<file path="src/rtl/shot_clock_down.sv">
// Shot-clock BCD down-counter with run/pause/expire control and char ROM addressing.
// Optional low-time warn output enabled by defining SHOT_CLOCK_WARN_EN.
module shot_clock_down #(
    parameter logic [26:0] TICK_DIV   = 27'd100000000,
    parameter logic [7:0]  LOAD_VALUE = 8'h24
) (
    input  logic       clk,
    input  logic       rst,
    input  logic       load,
    input  logic       start,
    input  logic       pause,
    output logic [3:0] tens,
    output logic [3:0] ones,
    output logic       running,
    output logic       expired,
    output logic       expire_pulse,
    output logic [8:0] tens_rom_addr,
    output logic [8:0] ones_rom_addr
`ifdef SHOT_CLOCK_WARN_EN
    ,
    output logic       warn
`endif
);

    localparam logic [1:0] IDLE    = 2'd0;
    localparam logic [1:0] RUN     = 2'd1;
    localparam logic [1:0] PAUSE   = 2'd2;
    localparam logic [1:0] EXPIRED = 2'd3;

    logic [1:0]  state, state_d;
    logic [26:0] presc, presc_d;
    logic [3:0]  tens_d, ones_d;
    logic        pulse_d;
    logic        tick;
    logic        go;

    assign tick = (state == RUN) && (presc == TICK_DIV - 27'd1);
    // pause outranks start even in states where pause itself does nothing
    assign go   = start && !pause && ({tens, ones} != 8'h00);

    always_comb begin
        state_d = state;
        presc_d = presc;
        tens_d  = tens;
        ones_d  = ones;
        pulse_d = 1'b0;
        if (load) begin
            tens_d  = LOAD_VALUE[7:4];
            ones_d  = LOAD_VALUE[3:0];
            presc_d = 27'd0;
            state_d = IDLE;
        end else begin
            unique case (state)
                IDLE, PAUSE: begin
                    if (go) state_d = RUN;
                end
                RUN: begin
                    presc_d = tick ? 27'd0 : presc + 27'd1;
                    if (tick) begin
                        if (ones != 4'd0) begin
                            ones_d = ones - 4'd1;
                        end else begin
                            ones_d = 4'd9;
                            tens_d = tens - 4'd1;
                        end
                    end
                    if (tick && {tens_d, ones_d} == 8'h00) begin
                        state_d = EXPIRED;
                        pulse_d = 1'b1;
                    end else if (pause) begin
                        state_d = PAUSE;
                    end
                end
                EXPIRED: state_d = EXPIRED;
                default: state_d = IDLE;
            endcase
        end
    end

    always_ff @(posedge clk) begin
        if (!rst) begin
            state        <= IDLE;
            presc        <= 27'd0;
            tens         <= LOAD_VALUE[7:4];
            ones         <= LOAD_VALUE[3:0];
            expire_pulse <= 1'b0;
        end else begin
            state        <= state_d;
            presc        <= presc_d;
            tens         <= tens_d;
            ones         <= ones_d;
            expire_pulse <= pulse_d;
        end
    end

`ifdef SHOT_CLOCK_WARN_EN
    logic warn_d;

    assign warn_d = ((state_d == RUN) || (state_d == PAUSE))
                    && ({tens_d, ones_d} <= 8'h05);

    always_ff @(posedge clk) begin
        if (!rst) warn <= 1'b0;
        else      warn <= warn_d;
    end
`endif

    assign running       = (state == RUN);
    assign expired       = (state == EXPIRED);
    assign tens_rom_addr = {2'b00, tens, 3'b000} + 9'h180;
    assign ones_rom_addr = {2'b00, ones, 3'b000} + 9'h180;

endmodule
</file>
<file path="config.mk">
export PLATFORM = sky130hd
export DESIGN_NAME = shot_clock_down
export DESIGN_NICKNAME = d
export VERILOG_FILES = /design/src/rtl/shot_clock_down.sv
export SDC_FILE = /design/constraint.sdc
export NUM_CORES = 1
export LEC_CHECK = 0
export ABC_AREA = 1
export BUFFER_PORTS_ARGS = -buffer_cell sky130_fd_sc_hd__buf_2
export CORE_ASPECT_RATIO = 2
export CORE_MARGIN = 5
export CORE_UTILIZATION = 45
export CTS_CLUSTER_SIZE = 28
export DETAILED_ROUTE_END_ITERATION = 6
export PLACE_DENSITY = 0.73
export SETUP_SLACK_MARGIN = 0.05
export SYNTH_ARGS = -nofsm -noshare
export SYNTH_HDL_FRONTEND = slang
export SYNTH_SLANG_ARGS = --single-unit
</file>
<file path="constraint.sdc">
create_clock -name clk -period 2.7 [get_ports clk]
set_input_delay 0.405 -clock clk [delete_from_list [all_inputs] [get_ports clk]]
set_output_delay 0.405 -clock clk [all_outputs]
set_load 0.05 [all_outputs]
</file>
* Word-level counts from Yosys, hierarchy flattened
Cells that the tools add are included.
** Storage, ports and cells
- Register bits after elaboration :: 38
- Logic and storage cells :: 45
** Cells by class
- Add/subtract/negate cells :: 5
- Equality and inequality tests :: 6
- Mux-type cells :: 14
- Bitwise gates (word level) :: 2
- Reduce and logical (&&, ||, !) cells :: 13
** Operators by type and width (count)
- $mux W4 :: 8
- $add A27 B1 Y27 const B :: 1
- $eq A27 B27 Y1 const B :: 1
- $mux W27 :: 1
- $add A8 B8 Y9 const B :: 2
- $logic_not A8 Y1 :: 1
- $reduce_bool A8 Y1 :: 1
- $sub A4 B1 Y4 const B :: 2
- $mux W2 :: 3
- $pmux W2 S3 :: 1
- $eq A2 B2 Y1 const B :: 2
- $logic_and A1 B1 Y1 :: 4
- $reduce_bool A4 Y1 :: 1
- $reduce_or A2 Y1 :: 2
- $ne A3 B2 Y1 const B :: 1
- $reduce_or A3 Y1 :: 1
- $eq A2 B1 Y1 const B :: 1
- $logic_not A2 Y1 :: 1
- $ne A2 B2 Y1 const B :: 1
- $not A1 Y1 :: 2
- $reduce_and A2 Y1 :: 1
- $logic_not A1 Y1 :: 1
- $mux W1 :: 1

* Depth between registers and ports, before layout
Gate-level depths: netlist of the first run.
- Word-level depth :: 9
- Depth in mapped cells :: 17

* Worst setup path after synthesis of the first run
No wires, ideal clock.
- Path kind :: register -> register
- From :: register tens[0]
- To :: register state[1]
- Arrival :: 1.924 ns
- Required time :: 2.569 ns
- Slack :: 0.645 ns
- Stages on the path, launching flop included :: 14
- Buffers on the path :: 0
- Period minus slack after synthesis :: 2.055 ns
- Cells stage by stage :: dfxtp_1 inv_1 ha_1 xor2_1 nand2_1 o21ai_0 nand4_1 nand2_1 nor2_2 nand2_2 nand2_2 nand2_1 nand2_1 a21oi_2
** On the way
- Cells in the longest elaborated chain, start to end :: 9
- Elaborated cells on any way between the ends :: 14
** RTL lines
- start, declared :: line 12 : output logic [3:0] tens,
- start signal, assigned :: line 84 : tens <= LOAD_VALUE[7:4];
- start signal, assigned :: line 90 : tens <= tens_d;
- $sub A4 B1 Y4 :: line 64 : tens_d = tens - 4'd1;
- $mux W4 :: line 60 : if (ones != 4'd0) begin
- $mux W4 :: line 59 : if (tick) begin
- $mux W4 :: line 53 : unique case (state)
- $mux W4 :: line 47 : if (load) begin
- $logic_not A8 Y1 :: line 67 : if (tick && {tens_d, ones_d} == 8'h00) begin
- $logic_and A1 B1 Y1 :: line 67
- $mux W2 / $ne A3 B2 Y1 (equally long branches)
- $pmux W2 S3 / $reduce_and A2 Y1 (equally long branches)
- end signal, assigned :: line 88 : state <= state_d;
- end, declared :: line 30 : logic [1:0] state, state_d;
Several ways; a longest one is shown, not always the timed one. The select of a mux whose other input is x is not followed.
A chain may end at the register's enable or synchronous reset.

* Final worst setup path of the first run
- From :: register presc[0]
- To :: register presc[26]
** On the way
- Cells in the longest elaborated chain, start to end :: 3
- Elaborated cells on any way between the ends :: 4
** RTL lines
- start, declared :: line 31 : logic [26:0] presc, presc_d;
- start signal, assigned :: line 89 : presc <= presc_d;
- branches (longest 2 deep; another with $add A27 B1 Y27)
- $mux W27 (*) :: line 58 : presc_d = tick ? 27'd0 : presc + 27'd1;
Every way passes the cells marked *.

==> flow_summary.html, run 1 <==
<table>
<tr><th>Metric</th><th>Value</th></tr>
<tr><th colspan="2">Clock tree</th></tr>
<tr><td>Setup Buffers After CTS</td><td>0</td></tr>
<tr><td>Largest buffer count on any clock path</td><td>2</td></tr>
<tr><td>Max H-tree Level</td><td>2</td></tr>
<tr><td>Clock transition at the registers of the reported paths</td><td>0.08 ns</td></tr>
<tr><td>Number of buffers created by CTS</td><td>5</td></tr>
<tr><td>Clock tree from TritonCTS</td><td>done</td></tr>
<tr><td>Resize count post-CTS</td><td>0</td></tr>
<tr><td>Root buffer cell</td><td>sky130_fd_sc_hd__clkbuf_8</td></tr>
<tr><td>TritonCTS sink count</td><td>38</td></tr>
<tr><td>Skew-Pair Late Insertion Delay</td><td>0.29 ns</td></tr>
<tr><td>Post-CTS Hold Buffers</td><td>0</td></tr>
<tr><th colspan="2">Global routing</th></tr>
<tr><td>GRT Overall Usage</td><td>16.70%</td></tr>
<tr><td>Global-route wire length before repair</td><td>9032 um</td></tr>
<tr><td>Number of antenna violations at the first check in global routing</td><td>0</td></tr>
<tr><td>Maximum number of pins on one net before global-route repair</td><td>15</td></tr>
<tr><td>Number of global-route vias before repair</td><td>2050</td></tr>
<tr><td>Total overflow reported by the global router</td><td>0</td></tr>
<tr><th colspan="2">Synth</th></tr>
<tr><td>Biggest area contributors in the synthesized netlist</td><td>sky130_fd_sc_hd__dfxtp_1 (33%), sky130_fd_sc_hd__nand2_1 (9.6%), sky130_fd_sc_hd__nor2_1 (6.7%), sky130_fd_sc_hd__inv_1 (6.2%), sky130_fd_sc_hd__buf_4 (5.9%)</td></tr>
<tr><td>Most used flip-flop cell after synthesis</td><td>sky130_fd_sc_hd__dfxtp_1</td></tr>
<tr><td>Warnings from Yosys</td><td>0</td></tr>
<tr><td>Post-synthesis cell type count</td><td>42</td></tr>
<tr><td>Proportion of synthesized chip area in sequential cells</td><td>33.04%</td></tr>
<tr><td>Post-synth ARST share</td><td>0%</td></tr>
<tr><td>Most used standard cell by instance count after synthesis</td><td>sky130_fd_sc_hd__nand2_1</td></tr>
<tr><td>Post-synthesis register bit count</td><td>38</td></tr>
<tr><td>Cell area after synthesis</td><td>2302 um^2</td></tr>
<tr><td>Area fraction of the dominant cell type after synthesis</td><td>33.04%</td></tr>
<tr><td>Number of enable flip-flop cells after synthesis</td><td>0</td></tr>
<tr><td>Post-Syn Instances</td><td>329</td></tr>
<tr><td>Mean Syn Cell Area</td><td>6.998 um^2</td></tr>
<tr><td>Most used standard cells in the synthesized netlist</td><td>sky130_fd_sc_hd__nand2_1 (59), sky130_fd_sc_hd__nor2_1 (41), sky130_fd_sc_hd__dfxtp_1 (38), sky130_fd_sc_hd__inv_1 (38), sky130_fd_sc_hd__a21oi_1 (20)</td></tr>
<tr><td>Cell type with the highest aggregate area in the netlist</td><td>sky130_fd_sc_hd__dfxtp_1</td></tr>
<tr><th colspan="2">Timing</th></tr>
<tr><td>Setup-violating endpoint count in the final report</td><td>0</td></tr>
<tr><td>Worst clock skew</td><td>0.01065 ns</td></tr>
<tr><td>Headroom to the max-slew limit</td><td>65.05%</td></tr>
<tr><td>Minimum clock period after layout</td><td>2.110 ns</td></tr>
<tr><td>TNS Setup</td><td>0 ns</td></tr>
<tr><td>Worst-Margin Slew</td><td>0.5194 ns</td></tr>
<tr><td>Share of the clock period used by the worst path</td><td>78.15%</td></tr>
<tr><td>Highest clock frequency the design can meet</td><td>473.9 MHz</td></tr>
<tr><td>Final Hold Vio Count</td><td>0</td></tr>
<tr><td>Final Max Tran Viols</td><td>0</td></tr>
<tr><td>Setup repair after global routing missed its margin</td><td>no</td></tr>
<tr><th colspan="2">Routing</th></tr>
<tr><td>Via-to-Cell Ratio</td><td>5.205</td></tr>
<tr><td>Number of DRC markers after the initial detailed-route iteration</td><td>145</td></tr>
<tr><td>First-pass iteration count of the detailed router</td><td>4</td></tr>
<tr><td>Total via count after detailed routing</td><td>2108</td></tr>
<tr><td>Remaining design rule violation count</td><td>0</td></tr>
<tr><td>Final routed wire length divided by cell count</td><td>12.96 um</td></tr>
<tr><td>Total wire length after detailed routing</td><td>5247 um</td></tr>
<tr><td>Routed Antenna Nets</td><td>0</td></tr>
<tr><th colspan="2">Final layout</th></tr>
<tr><td>Count of inserted antenna diode cells</td><td>0</td></tr>
<tr><td>Net count reported at finish</td><td>354</td></tr>
<tr><td>Area growth from synthesis to final layout</td><td>7.826%</td></tr>
<tr><td>Fraction of layout instances using a drive strength above 1</td><td>19.02%</td></tr>
<tr><td>Finished Core Util</td><td>49.19%</td></tr>
<tr><th colspan="2">Run</th></tr>
<tr><td>Max-cap viol count</td><td>0</td></tr>
<tr><th colspan="2">Pwr</th></tr>
<tr><td>Power Density</td><td>444.3 nW/um^2</td></tr>
<tr><td>Static Leakage</td><td>0.9891 nW</td></tr>
<tr><td>Maximum vdd drop</td><td>0.6256 mV</td></tr>
<tr><th colspan="2">Die</th></tr>
<tr><td>Die Height</td><td>111.2 um</td></tr>
<tr><td>Total number of placement rows</td><td>37</td></tr>
<tr><td>Count of boundary I/O pins</td><td>34</td></tr>
<tr><td>X dimension of the die</td><td>60.58 um</td></tr>
<tr><td>Initial core utilization</td><td>45.62%</td></tr>
<tr><td>Core region area</td><td>5046 um^2</td></tr>
<tr><td>Area of the die</td><td>6733 um^2</td></tr>
<tr><th colspan="2">Placed design</th></tr>
<tr><td>Number of buffers inserted by port buffering</td><td>23</td></tr>
<tr><td>Final Wtd Congestion</td><td>0.8967</td></tr>
<tr><td>DP HPWL</td><td>4071 um</td></tr>
<tr><th colspan="2">Worst setup path</th></tr>
<tr><td>Classification of the worst setup path</td><td>reg2reg</td></tr>
<tr><td>Startpoint Class</td><td>register</td></tr>
<tr><td>CP Max Fanout</td><td>12</td></tr>
<tr><td>Crit path arrival time</td><td>2.29 ns</td></tr>
<tr><td>CP required</td><td>2.88 ns</td></tr>
<tr><td>Type of destination of the critical path</td><td>register</td></tr>
<tr><th colspan="2">Hold path</th></tr>
<tr><td>Tightest Hold Check Type</td><td>in2reg</td></tr>
<tr><th colspan="2">Status</th></tr>
<tr><td>Status</td><td>completed</td></tr>
</table>
## cell usage in the layout (no fill, tap or decap), types with 3 or more instances in the layout
master	instances
sky130_fd_sc_hd__a21oi_1	20
sky130_fd_sc_hd__buf_2	23
sky130_fd_sc_hd__clkbuf_8	5
sky130_fd_sc_hd__clkinv_2	3
sky130_fd_sc_hd__conb_1	10
sky130_fd_sc_hd__dfxtp_1	38
sky130_fd_sc_hd__ha_1	3
sky130_fd_sc_hd__inv_1	38
sky130_fd_sc_hd__inv_2	6
sky130_fd_sc_hd__nand2_1	59
sky130_fd_sc_hd__nand2_2	7
sky130_fd_sc_hd__nand3_1	17
sky130_fd_sc_hd__nand4_1	10
sky130_fd_sc_hd__nor2_1	41
sky130_fd_sc_hd__nor2_2	3
sky130_fd_sc_hd__nor2_4	5
sky130_fd_sc_hd__nor3_1	9
sky130_fd_sc_hd__nor4_1	4
sky130_fd_sc_hd__o21a_1	5
sky130_fd_sc_hd__o21ai_0	10
sky130_fd_sc_hd__xor2_1	3
## metrics by stage
stage          power, mW  std cells  instance area [um^2]  worst slack [ns]  hold WS, ns
4_1_cts            1.115        405                  2482            0.6282       0.3724
6_report           1.103        405                  2482            0.5899       0.3738
3_5_place_dp      0.6375        397                  2374            0.6266       0.4669
3_3_place_gp      0.6371        397                  2374            0.6864       0.4550
2_1_floorplan     0.6399        337                  2332            0.6454       0.4432
5_1_grt            1.141        405                  2482            0.3752       0.3882
## per-layer routing
layer | GRT usage [%] | up-vias | wire length [um]
met5 | 0 | - | 0
met4 | 6.802 | 0 | 136
met3 | 3.497 | 15 | 303
met2 | 26.23 | 63 | 2615
met1 | 21.51 | 956 | 2191
li1 | - | 1074 | -
## worst max-delay path, cell delays in order, from the launching register on
cell and delay, ns:
sky130_fd_sc_hd__dfxtp_1 0.39, sky130_fd_sc_hd__ha_1 0.25, sky130_fd_sc_hd__nand2_1 0.07, sky130_fd_sc_hd__nor2_1 0.13, sky130_fd_sc_hd__nand2_2 0.10, sky130_fd_sc_hd__nor2_8 0.14, sky130_fd_sc_hd__nand2_2 0.08, sky130_fd_sc_hd__inv_1 0.06
sky130_fd_sc_hd__nor2_1 0.03, sky130_fd_sc_hd__buf_4 0.19, sky130_fd_sc_hd__inv_1 0.30, sky130_fd_sc_hd__a41oi_1 0.10, sky130_fd_sc_hd__o21a_1 0.15
## sequential cells by signal, indices dropped and copies added (netlist names)
register      count
expire_pulse      1
state             2
presc            27
tens              4
ones              4
## where the power goes
group / total [mW] / internal, mW / switching (mW)
Clock: 0.478 / 0.272 / 0.206
Sequential: 0.563 / 0.561 / 0.00147
Combinational: 0.0622 / 0.00974 / 0.0524
## cell families (layout without fill, tap and decap cells)
family / count (synthesis) / count (layout) / synth area share [%]
simple gates: 168 / 168 / 37.01
buf+inv: 68 / 78 / 14.46
compound gates: 45 / 45 / 11.63
flops: 38 / 38 / 33.04
xor+xnor: 5 / 5 / 1.903
fa+ha+maj: 3 / 3 / 1.631
other cells: 2 / 10 / 0.3262
## worst paths after layout
kind,from,to,slack (ns),depth (start not counted)
max,presc[0],presc[26],0.59,12
min,load,tens[1],0.37,3
max reg2reg,presc[0],presc[26],0.59,12
min reg2reg,presc[23],presc[23],0.48,2
## area by class of cell
cell class	count	area [um^2]
clock inverter	3	40.04
sequential	38	760.7
timing repair buffer	24	122.6
tap	58	72.57
inverter	46	178.9
clock buffer	5	68.82
fill	490	2564
multi-input combinational	231	1239
Note: power is estimated with default switching activity, not from simulation.
==> run 2, diff against run 1 <==
Settings changed: ABC_AREA 1 to 0, PLACE_DENSITY 0.73 to 0.76.
Clock period 2.7 ns to 1.86 ns, I/O delays scaled along.
==> run 2 against run 1 <==
Cell area rose by 10%. Die area fell by 5.8%. Via count is 4.0% higher. Sequential power is 45% higher. Final cell count down 10%. Clock power increased by 48%. Clock-buffer cell count stayed put. Sequential share of layout area decreased by 2.5 points. Synthesized area fell by 6.6%. Combinational power is 58% higher. Highest routed layer unchanged.
==> flow_summary.html, run 2 <==
<table>
<tr><th>Metric</th><th>Value</th></tr>
<tr><th colspan="2">Synth</th></tr>
<tr><td>Area fraction of the dominant cell type after synthesis</td><td>35.39% (was 33.04%)</td></tr>
<tr><td>Most used standard cells in the synthesized netlist</td><td>sky130_fd_sc_hd__dfxtp_1 (38), sky130_fd_sc_hd__a21oi_1 (18), sky130_fd_sc_hd__buf_4 (18), sky130_fd_sc_hd__nand2_1 (18), sky130_fd_sc_hd__nor2_1 (15) (was sky130_fd_sc_hd__nand2_1 (59), sky130_fd_sc_hd__nor2_1 (41), sky130_fd_sc_hd__dfxtp_1 (38), sky130_fd_sc_hd__inv_1 (38), sky130_fd_sc_hd__a21oi_1 (20))</td></tr>
<tr><td>Post-synthesis cell type count</td><td>50 (was 42)</td></tr>
<tr><td>Post-synth ARST share</td><td>0% (unchanged)</td></tr>
<tr><td>Biggest area contributors in the synthesized netlist</td><td>sky130_fd_sc_hd__dfxtp_1 (35%), sky130_fd_sc_hd__buf_4 (6.3%), sky130_fd_sc_hd__a21oi_1 (4.2%), sky130_fd_sc_hd__o31ai_1 (3.8%), sky130_fd_sc_hd__nand4_1 (3.2%) (was sky130_fd_sc_hd__dfxtp_1 (33%), sky130_fd_sc_hd__nand2_1 (9.6%), sky130_fd_sc_hd__nor2_1 (6.7%), sky130_fd_sc_hd__inv_1 (6.2%), sky130_fd_sc_hd__buf_4 (5.9%))</td></tr>
<tr><td>Cell type with the highest aggregate area in the netlist</td><td>sky130_fd_sc_hd__dfxtp_1 (unchanged)</td></tr>
<tr><td>Proportion of synthesized chip area in sequential cells</td><td>35.39% (was 33.04%)</td></tr>
<tr><td>Warnings from Yosys</td><td>0 (unchanged)</td></tr>
<tr><td>Number of enable flip-flop cells after synthesis</td><td>0 (unchanged)</td></tr>
<tr><td>Post-Syn Instances</td><td>256 (was 329)</td></tr>
<tr><td>Cell area after synthesis</td><td>2150 um^2 (was 2302 um^2)</td></tr>
<tr><td>Post-synthesis register bit count</td><td>38 (unchanged)</td></tr>
<tr><td>Most used flip-flop cell after synthesis</td><td>sky130_fd_sc_hd__dfxtp_1 (unchanged)</td></tr>
<tr><td>Most used standard cell by instance count after synthesis</td><td>sky130_fd_sc_hd__dfxtp_1 (was sky130_fd_sc_hd__nand2_1)</td></tr>
<tr><td>Mean Syn Cell Area</td><td>8.397 um^2 (was 6.998 um^2)</td></tr>
<tr><th colspan="2">Timing</th></tr>
<tr><td>Highest clock frequency the design can meet</td><td>547.6 MHz (was 473.9 MHz)</td></tr>
<tr><td>Share of the clock period used by the worst path</td><td>98.18% (was 78.15%)</td></tr>
<tr><td>Worst clock skew</td><td>0.009229 ns (was 0.01065 ns)</td></tr>
<tr><td>Setup repair after global routing missed its margin</td><td>yes (was no)</td></tr>
<tr><td>Final Hold Vio Count</td><td>0 (unchanged)</td></tr>
<tr><td>TNS Setup</td><td>0 ns (unchanged)</td></tr>
<tr><td>Setup-violating endpoint count in the final report</td><td>0 (unchanged)</td></tr>
<tr><td>Minimum clock period after layout</td><td>1.826 ns (was 2.110 ns)</td></tr>
<tr><td>Final Max Tran Viols</td><td>0 (unchanged)</td></tr>
<tr><th colspan="2">Global routing</th></tr>
<tr><td>GRT Overall Usage</td><td>19.04% (was 16.70%)</td></tr>
<tr><td>Met3 Usage GRT</td><td>3.601% (was 3.497%)</td></tr>
<tr><td>Most Crowded Layer GR</td><td>met2 (unchanged)</td></tr>
<tr><td>Number of global-route vias before repair</td><td>1949 (was 2050)</td></tr>
<tr><td>Number of antenna violations at the first check in global routing</td><td>0 (unchanged)</td></tr>
<tr><td>Total overflow reported by the global router</td><td>0 (unchanged)</td></tr>
<tr><td>Maximum number of pins on one net before global-route repair</td><td>18 (was 15)</td></tr>
<tr><td>Global-route wire length before repair</td><td>9308 um (was 9032 um)</td></tr>
<tr><td>Met1 track utilization from global routing</td><td>17.41% (was 21.51%)</td></tr>
<tr><td>Met2 Track Usage GR</td><td>36.63% (was 26.23%)</td></tr>
<tr><th colspan="2">Routing</th></tr>
<tr><td>Total via count after detailed routing</td><td>2192 (was 2108)</td></tr>
<tr><td>Final routed wire length divided by cell count</td><td>17.48 um (was 12.96 um)</td></tr>
<tr><td>Remaining design rule violation count</td><td>0 (unchanged)</td></tr>
<tr><td>Total wire length after detailed routing</td><td>6347 um (was 5247 um)</td></tr>
<tr><td>First-pass iteration count of the detailed router</td><td>5 (was 4)</td></tr>
<tr><td>Number of DRC markers after the initial detailed-route iteration</td><td>151 (was 145)</td></tr>
<tr><td>Via-to-Cell Ratio</td><td>6.039 (was 5.205)</td></tr>
<tr><td>Routed Antenna Nets</td><td>0 (unchanged)</td></tr>
<tr><th colspan="2">Run</th></tr>
<tr><td>Max-cap viol count</td><td>0 (unchanged)</td></tr>
<tr><th colspan="2">Final layout</th></tr>
<tr><td>Layout fillers</td><td>421 (was 490)</td></tr>
<tr><td>Flip-flop count of the largest register, all copies and words added</td><td>27 (unchanged)</td></tr>
<tr><td>Largest regs</td><td>presc: 27 flops, ones: 4 flops, tens: 4 flops (unchanged)</td></tr>
<tr><td>Largest register by flop count</td><td>presc (unchanged)</td></tr>
<tr><td>Count of inserted antenna diode cells</td><td>0 (unchanged)</td></tr>
<tr><td>Area growth from synthesis to final layout</td><td>27.30% (was 7.826%)</td></tr>
<tr><td>Fraction of layout instances using a drive strength above 1</td><td>32.47% (was 19.02%)</td></tr>
<tr><td>Leading cell type in the layout, fill and taps excluded</td><td>sky130_fd_sc_hd__buf_4 (was sky130_fd_sc_hd__nand2_1)</td></tr>
<tr><td>Leading cell types in the layout, fill and taps excluded</td><td>sky130_fd_sc_hd__buf_4 (38), sky130_fd_sc_hd__dfxtp_1 (30), sky130_fd_sc_hd__buf_2 (23), sky130_fd_sc_hd__nand2_1 (17), sky130_fd_sc_hd__a21oi_1 (16) (was sky130_fd_sc_hd__nand2_1 (59), sky130_fd_sc_hd__nor2_1 (41), sky130_fd_sc_hd__inv_1 (38), sky130_fd_sc_hd__dfxtp_1 (38), sky130_fd_sc_hd__buf_2 (23))</td></tr>
<tr><td>Net count reported at finish</td><td>315 (was 354)</td></tr>
<tr><th colspan="2">Clock tree</th></tr>
<tr><td>TritonCTS sink count</td><td>38 (unchanged)</td></tr>
<tr><td>Root buffer cell</td><td>sky130_fd_sc_hd__clkbuf_8 (unchanged)</td></tr>
<tr><td>Max H-tree Level</td><td>2 (unchanged)</td></tr>
<tr><td>Skew-Pair Late Insertion Delay</td><td>0.30 ns (was 0.29 ns)</td></tr>
<tr><td>Clock transition at the registers of the reported paths</td><td>0.08 ns (about the same)</td></tr>
<tr><td>Clock tree from TritonCTS</td><td>done (unchanged)</td></tr>
<tr><td>Largest buffer count on any clock path</td><td>2 (unchanged)</td></tr>
<tr><td>Number of buffers created by CTS</td><td>5 (unchanged)</td></tr>
<tr><td>Post-CTS Hold Buffers</td><td>0 (unchanged)</td></tr>
<tr><th colspan="2">Placed design</th></tr>
<tr><td>Final Wtd Congestion</td><td>0.9174 (was 0.8967)</td></tr>
<tr><td>Number of buffers inserted by port buffering</td><td>23 (unchanged)</td></tr>
<tr><td>DP HPWL</td><td>4308 um (was 4071 um)</td></tr>
<tr><th colspan="2">Die</th></tr>
<tr><td>Initial core utilization</td><td>46.31% (was 45.62%)</td></tr>
<tr><td>Die Height</td><td>107.7 um (was 111.2 um)</td></tr>
<tr><td>Core region area</td><td>4642 um^2 (was 5046 um^2)</td></tr>
<tr><td>Count of boundary I/O pins</td><td>34 (unchanged)</td></tr>
<tr><td>Area of the die</td><td>6343 um^2 (was 6733 um^2)</td></tr>
<tr><td>X dimension of the die</td><td>58.87 um (was 60.58 um)</td></tr>
<tr><td>Total number of placement rows</td><td>35 (was 37)</td></tr>
<tr><th colspan="2">Pwr</th></tr>
<tr><td>Power Density</td><td>592.7 nW/um^2 (was 444.3 nW/um^2)</td></tr>
<tr><td>Static Leakage</td><td>1.062 nW (was 0.9891 nW)</td></tr>
<tr><td>Maximum vdd drop</td><td>0.6730 mV (was 0.6256 mV)</td></tr>
<tr><td>Total chip power</td><td>1.622 mW (was 1.103 mW)</td></tr>
<tr><th colspan="2">Worst setup path</th></tr>
<tr><td>Classification of the worst setup path</td><td>reg2reg (unchanged)</td></tr>
<tr><td>CP required</td><td>2.05 ns (was 2.88 ns)</td></tr>
<tr><td>CP Max Fanout</td><td>6 (was 12)</td></tr>
<tr><td>Startpoint Class</td><td>register (unchanged)</td></tr>
<tr><td>Type of destination of the critical path</td><td>register (unchanged)</td></tr>
<tr><td>Crit path arrival time</td><td>2.02 ns (was 2.29 ns)</td></tr>
<tr><th colspan="2">Hold path</th></tr>
<tr><td>Tightest Hold Check Type</td><td>in2reg (unchanged)</td></tr>
<tr><th colspan="2">Status</th></tr>
<tr><td>Status</td><td>completed (unchanged)</td></tr>
</table>
[run 2: changes by cell type in the layout (fill, tap and decap cells not counted), sizes merged, moves of 7 or more]
cell | previous run | this run
nand2 | 67 | 18
nor2 | 50 | 15
inv | 45 | 9
nand3 | 19 | 7
o31ai | 2 | 11
buf | 24 | 63
or3 | 1 | 8
or4 | 0 | 9
nor3 | 10 | 1
[run 2: logic make-up after synthesis]
group                    share of synthesized area [%]
flip-flops                                       35.39
adder cells (fa/ha/maj)                          1.746
XOR/XNOR                                         3.260
AO/OA/AOI/OAI                                    17.11
other                                           0.3494
multiplexers                                     1.455
AND/OR/NAND/NOR                                  30.79
buffers and inverters                            9.895
[run 2: timing repair]
item                                    4_1_cts  5_1_grt
gates resized for setup                       2       24
endpoints found under the setup margin        6       19
gates cloned                                  0        1
pin swaps                                     0        9
buffers inserted                              2        4
[run 2: layout make-up]
type                    count  area [um^2]  area share (%)
repair buffers             64        465.4           17.01
well taps                  55        68.82           2.515
inverters                   9        33.78           1.235
flip-flops and latches     38        770.7           28.17
clock inverters             3        40.04           1.463
clock buffers               5        68.82           2.515
multi-input cells         189         1289           47.10
[run 2: path summary, 6_finish.rpt]
check	startpoint	endpoint	slack, ns	cells past startpoint
hold reg to reg	tens[0]	tens[0]	0.50	2
hold / removal	load	ones[2]	0.28	3
setup reg to reg	presc[6]	tens[1]	0.03	4
setup / recovery	presc[6]	tens[1]	0.03	4
[run 2: metrics by stage]
stage | instance area (um^2) | worst slack, ns | hold slack, ns | utilization, % | cells
after floorplan | 2180 | 0.06771 | 0.4356 | - | 264
after global placement | 2465 | 0.03488 | 0.4546 | 53.10 | 348
after detailed placement | 2465 | 0.02919 | 0.4758 | 53.10 | 348
after CTS | 2596 | 0.01176 | 0.2800 | 55.93 | 358
after global routing | 2736 | -0.03885 | 0.2889 | 58.95 | 363
final | 2736 | 0.03394 | 0.2822 | 58.95 | 363
[run 2: critical path, stage by stage (launching register included)]
cell                      delay, ns
sky130_fd_sc_hd__dfxtp_2       0.36
sky130_fd_sc_hd__nand4_1       0.17
sky130_fd_sc_hd__or4_4         0.64
sky130_fd_sc_hd__nor3b_4       0.23
sky130_fd_sc_hd__mux2_4        0.32
[run 2: where the power goes]
| group | total [mW] | internal (mW) | leakage, nW | switching, mW |
|---|---|---|---|---|
| registers | 0.815 | 0.814 | 0.310 | 0.00123 |
| clock network | 0.708 | 0.395 | 0.0579 | 0.314 |
| logic | 0.0980 | 0.0202 | 0.694 | 0.0778 |
| total | 1.62 | 1.23 | 1.06 | 0.393 |
[run 2: per-layer routing]
layer  wire length (um)  part of all wire, %  up-vias
met1               2234                   35     1044
met2               3474                   55       89
met3                312                  4.9       31
li1                   -                    -     1028
met5                  0                    0        -
met4                325                  5.1        0
==> run 3, diff against run 2 <==
Settings changed: CORE_MARGIN 5 to default.
==> run 3 against run 2 <==
Fmax up 1.9%. Clock-buffer cell count rose by 1. Wire length down 8.6%. Critical path depth is the same. Worst setup slack better by 0.034 ns. Critical endpoint unchanged. Core utilization is 0.74 points lower. Non-clock buffer count shrank 5. First-iteration DRC count shrank 49%. Flip-flop and latch count did not move.
==> flow_summary.html, run 3 (synthesized netlist as in run 2, its figures left out) <==
<table>
<tr><th>Metric</th><th>Value</th></tr>
<tr><th colspan="2">Timing</th></tr>
<tr><td>Setup-violating endpoint count in the final report</td><td>0 (unchanged)</td></tr>
<tr><td>Setup repair after global routing missed its margin</td><td>yes (unchanged)</td></tr>
<tr><td>Final Max Tran Viols</td><td>0 (unchanged)</td></tr>
<tr><td>Final Hold Slack</td><td>0.2731 ns (was 0.2822 ns)</td></tr>
<tr><td>Worst clock skew</td><td>0.006021 ns (was 0.009229 ns)</td></tr>
<tr><td>Final Hold Vio Count</td><td>0 (unchanged)</td></tr>
<tr><td>Highest clock frequency the design can meet</td><td>558.0 MHz (was 547.6 MHz)</td></tr>
<tr><td>Minimum clock period after layout</td><td>1.792 ns (was 1.826 ns)</td></tr>
<tr><td>TNS Setup</td><td>0 ns (unchanged)</td></tr>
<tr><td>Share of the clock period used by the worst path</td><td>96.36% (was 98.18%)</td></tr>
<tr><th colspan="2">Pwr</th></tr>
<tr><td>Static Leakage</td><td>1.030 nW (was 1.062 nW)</td></tr>
<tr><td>Power Density</td><td>668.0 nW/um^2 (was 592.7 nW/um^2)</td></tr>
<tr><td>Total chip power</td><td>1.788 mW (was 1.622 mW)</td></tr>
<tr><td>Maximum vdd drop</td><td>0.7979 mV (was 0.6730 mV)</td></tr>
<tr><th colspan="2">Die</th></tr>
<tr><td>Total number of placement rows</td><td>35 (unchanged)</td></tr>
<tr><td>Count of boundary I/O pins</td><td>34 (unchanged)</td></tr>
<tr><td>Initial core utilization</td><td>46.75% (was 46.31%)</td></tr>
<tr><td>Die Height</td><td>99.74 um (was 107.7 um)</td></tr>
<tr><td>Core region area</td><td>4598 um^2 (was 4642 um^2)</td></tr>
<tr><td>Area of the die</td><td>5074 um^2 (was 6343 um^2)</td></tr>
<tr><td>X dimension of the die</td><td>50.87 um (was 58.87 um)</td></tr>
<tr><th colspan="2">Worst setup path</th></tr>
<tr><td>Type of destination of the critical path</td><td>register (unchanged)</td></tr>
<tr><td>Critical R2R Launch</td><td>presc[5] (was presc[6])</td></tr>
<tr><td>Startpoint Class</td><td>register (unchanged)</td></tr>
<tr><td>Number of cells on the worst reg-to-reg path</td><td>4 (unchanged)</td></tr>
<tr><td>CP required</td><td>2.05 ns (about the same)</td></tr>
<tr><td>Classification of the worst setup path</td><td>reg2reg (unchanged)</td></tr>
<tr><td>Crit path arrival time</td><td>1.98 ns (was 2.02 ns)</td></tr>
<tr><td>End of the worst register-to-register path</td><td>tens[1] (unchanged)</td></tr>
<tr><td>CP Max Fanout</td><td>6 (unchanged)</td></tr>
<tr><td>Reg-to-reg setup timing slack</td><td>0.07 ns (was 0.03 ns)</td></tr>
<tr><th colspan="2">Final layout</th></tr>
<tr><td>Final non-filler cell total</td><td>358 (was 363)</td></tr>
<tr><td>Net count reported at finish</td><td>310 (was 315)</td></tr>
<tr><td>Largest regs</td><td>presc: 27 flops, ones: 4 flops, tens: 4 flops (unchanged)</td></tr>
<tr><td>Flip-flop count of the largest register, all copies and words added</td><td>27 (unchanged)</td></tr>
<tr><td>Area growth from synthesis to final layout</td><td>24.51% (was 27.30%)</td></tr>
<tr><td>Count of inserted antenna diode cells</td><td>0 (unchanged)</td></tr>
<tr><td>Largest register by flop count</td><td>presc (unchanged)</td></tr>
<tr><td>Leading cell types in the layout, fill and taps excluded</td><td>sky130_fd_sc_hd__buf_4 (35), sky130_fd_sc_hd__dfxtp_1 (28), sky130_fd_sc_hd__buf_2 (23), sky130_fd_sc_hd__a21oi_1 (17), sky130_fd_sc_hd__nand2_1 (17) (was sky130_fd_sc_hd__buf_4 (38), sky130_fd_sc_hd__dfxtp_1 (30), sky130_fd_sc_hd__buf_2 (23), sky130_fd_sc_hd__nand2_1 (17), sky130_fd_sc_hd__a21oi_1 (16))</td></tr>
<tr><td>Fraction of layout instances using a drive strength above 1</td><td>30.69% (was 32.47%)</td></tr>
<tr><td>Leading cell type in the layout, fill and taps excluded</td><td>sky130_fd_sc_hd__buf_4 (unchanged)</td></tr>
<tr><th colspan="2">Routing</th></tr>
<tr><td>Detail Route met2 WL</td><td>3225 um (was 3474 um)</td></tr>
<tr><td>Top routing layer in use</td><td>met4 (unchanged)</td></tr>
<tr><td>Total wire length after detailed routing</td><td>5801 um (was 6347 um)</td></tr>
<tr><td>Via-to-Cell Ratio</td><td>6.039 (about the same)</td></tr>
<tr><td>Remaining design rule violation count</td><td>0 (unchanged)</td></tr>
<tr><td>First-pass iteration count of the detailed router</td><td>5 (unchanged)</td></tr>
<tr><td>Total via count after detailed routing</td><td>2162 (was 2192)</td></tr>
<tr><td>Detailed route wirelength on metal3</td><td>214 um (was 312 um)</td></tr>
<tr><td>Routed Antenna Nets</td><td>0 (unchanged)</td></tr>
<tr><td>Final routed wire length divided by cell count</td><td>16.20 um (was 17.48 um)</td></tr>
<tr><td>Number of DRC markers after the initial detailed-route iteration</td><td>77 (was 151)</td></tr>
<tr><td>Post-route met1 wirelength</td><td>2024 um (was 2234 um)</td></tr>
<tr><th colspan="2">Clock tree</th></tr>
<tr><td>TritonCTS sink count</td><td>38 (unchanged)</td></tr>
<tr><td>Clock transition at the registers of the reported paths</td><td>0.08 ns (about the same)</td></tr>
<tr><td>Max H-tree Level</td><td>2 (unchanged)</td></tr>
<tr><td>Skew-Pair Late Insertion Delay</td><td>0.30 ns (about the same)</td></tr>
<tr><td>Number of buffers created by CTS</td><td>5 (unchanged)</td></tr>
<tr><td>Clock tree from TritonCTS</td><td>done (unchanged)</td></tr>
<tr><td>Largest buffer count on any clock path</td><td>2 (unchanged)</td></tr>
<tr><td>Post-CTS Hold Buffers</td><td>0 (unchanged)</td></tr>
<tr><td>Root buffer cell</td><td>sky130_fd_sc_hd__clkbuf_8 (unchanged)</td></tr>
<tr><th colspan="2">Global routing</th></tr>
<tr><td>GRT Overall Usage</td><td>24.00% (was 19.04%)</td></tr>
<tr><td>Number of antenna violations at the first check in global routing</td><td>0 (unchanged)</td></tr>
<tr><td>Global-route wire length before repair</td><td>9218 um (was 9308 um)</td></tr>
<tr><td>Number of global-route vias before repair</td><td>2015 (was 1949)</td></tr>
<tr><td>Total overflow reported by the global router</td><td>0 (unchanged)</td></tr>
<tr><td>Maximum number of pins on one net before global-route repair</td><td>18 (unchanged)</td></tr>
<tr><th colspan="2">Run</th></tr>
<tr><td>Max-cap viol count</td><td>0 (unchanged)</td></tr>
<tr><th colspan="2">Hold path</th></tr>
<tr><td>Capture endpoint of the worst hold path</td><td>state[1] (was ones[2])</td></tr>
<tr><td>Tightest Hold Check Type</td><td>in2reg (unchanged)</td></tr>
<tr><td>Hold Crit Depth</td><td>2 (was 3)</td></tr>
<tr><td>Critical hold path startpoint</td><td>pause (was load)</td></tr>
<tr><th colspan="2">Placed design</th></tr>
<tr><td>Final Wtd Congestion</td><td>0.9184 (was 0.9174)</td></tr>
<tr><td>DP HPWL</td><td>4225 um (was 4308 um)</td></tr>
<tr><td>Number of buffers inserted by port buffering</td><td>23 (unchanged)</td></tr>
<tr><td>Cells after DPL</td><td>346 (was 348)</td></tr>
<tr><th colspan="2">Status</th></tr>
<tr><td>Status</td><td>completed (unchanged)</td></tr>
</table>
==> run 3: final cells by class <==
cell class                      instances  area, um^2
Inverter                                9       33.78
Clock inverter                          2       60.06
Tap cell                               55       68.82
Clock buffer                            6       82.58
Timing Repair Buffer                   59       397.9
Sequential cell                        38       773.2
Multi-Input combinational cell        189        1260
Fill cell                             435        1922
==> run 3: worst max-delay path by stage <==
stage | from | to | cells past startpoint
2_1_floorplan | presc[14] | tens[1] | 4
3_3_place_gp | presc[8] | state[1] | 5
3_5_place_dp | presc[5] | tens[1] | 4
4_1_cts | presc[16] | tens[1] | 4
5_1_grt | presc[10] | state[1] | 6
6_report | presc[5] | tens[1] | 4
==> run 3: metrics by stage <==
step | utilization (%) | area, um^2 | setup WS, ns
final | 58.20 | 2676 | 0.06779
after global routing | 58.20 | 2676 | -0.03859
after CTS | 56.14 | 2581 | 0.06189
after detailed placement | 53.01 | 2437 | 0.03497
after global placement | 53.01 | 2437 | 0.08195
after floorplan | - | 2180 | 0.06771
==> run 3: worst max-delay path: stages (launching register included) <==
cell,delay (ns)
sky130_fd_sc_hd__dfxtp_2,0.38
sky130_fd_sc_hd__nand4_1,0.15
sky130_fd_sc_hd__or4_4,0.57
sky130_fd_sc_hd__nor3b_4,0.23
sky130_fd_sc_hd__mux2_2,0.35
==> run 3: timing repair <==
item | 4_1_cts | 5_1_grt
gates resized for setup | 1 | 21
cloned | 0 | 0
pin swaps | 0 | 4
setup endpoints to repair | 1 | 25
setup buffers | 0 | 4
==> run 3: where the power goes <==
part / internal [mW] / total (mW) / switching (mW) / leakage [nW]
combinational: 0.0200 / 0.0962 / 0.0761 / 0.648
sequential: 0.814 / 0.815 / 0.000811 / 0.311
clock: 0.572 / 0.877 / 0.305 / 0.0714
total: 1.41 / 1.79 / 0.382 / 1.03
==> run 3: layer usage <==
| layer | global-route usage [%] | up-vias |
|---|---|---|
| met2 | 45.74 | 79 |
| met5 | 0 | - |
| met3 | 4.128 | 26 |
| met4 | 15.60 | 0 |
| met1 | 22.01 | 1034 |
| li1 | - | 1023 |
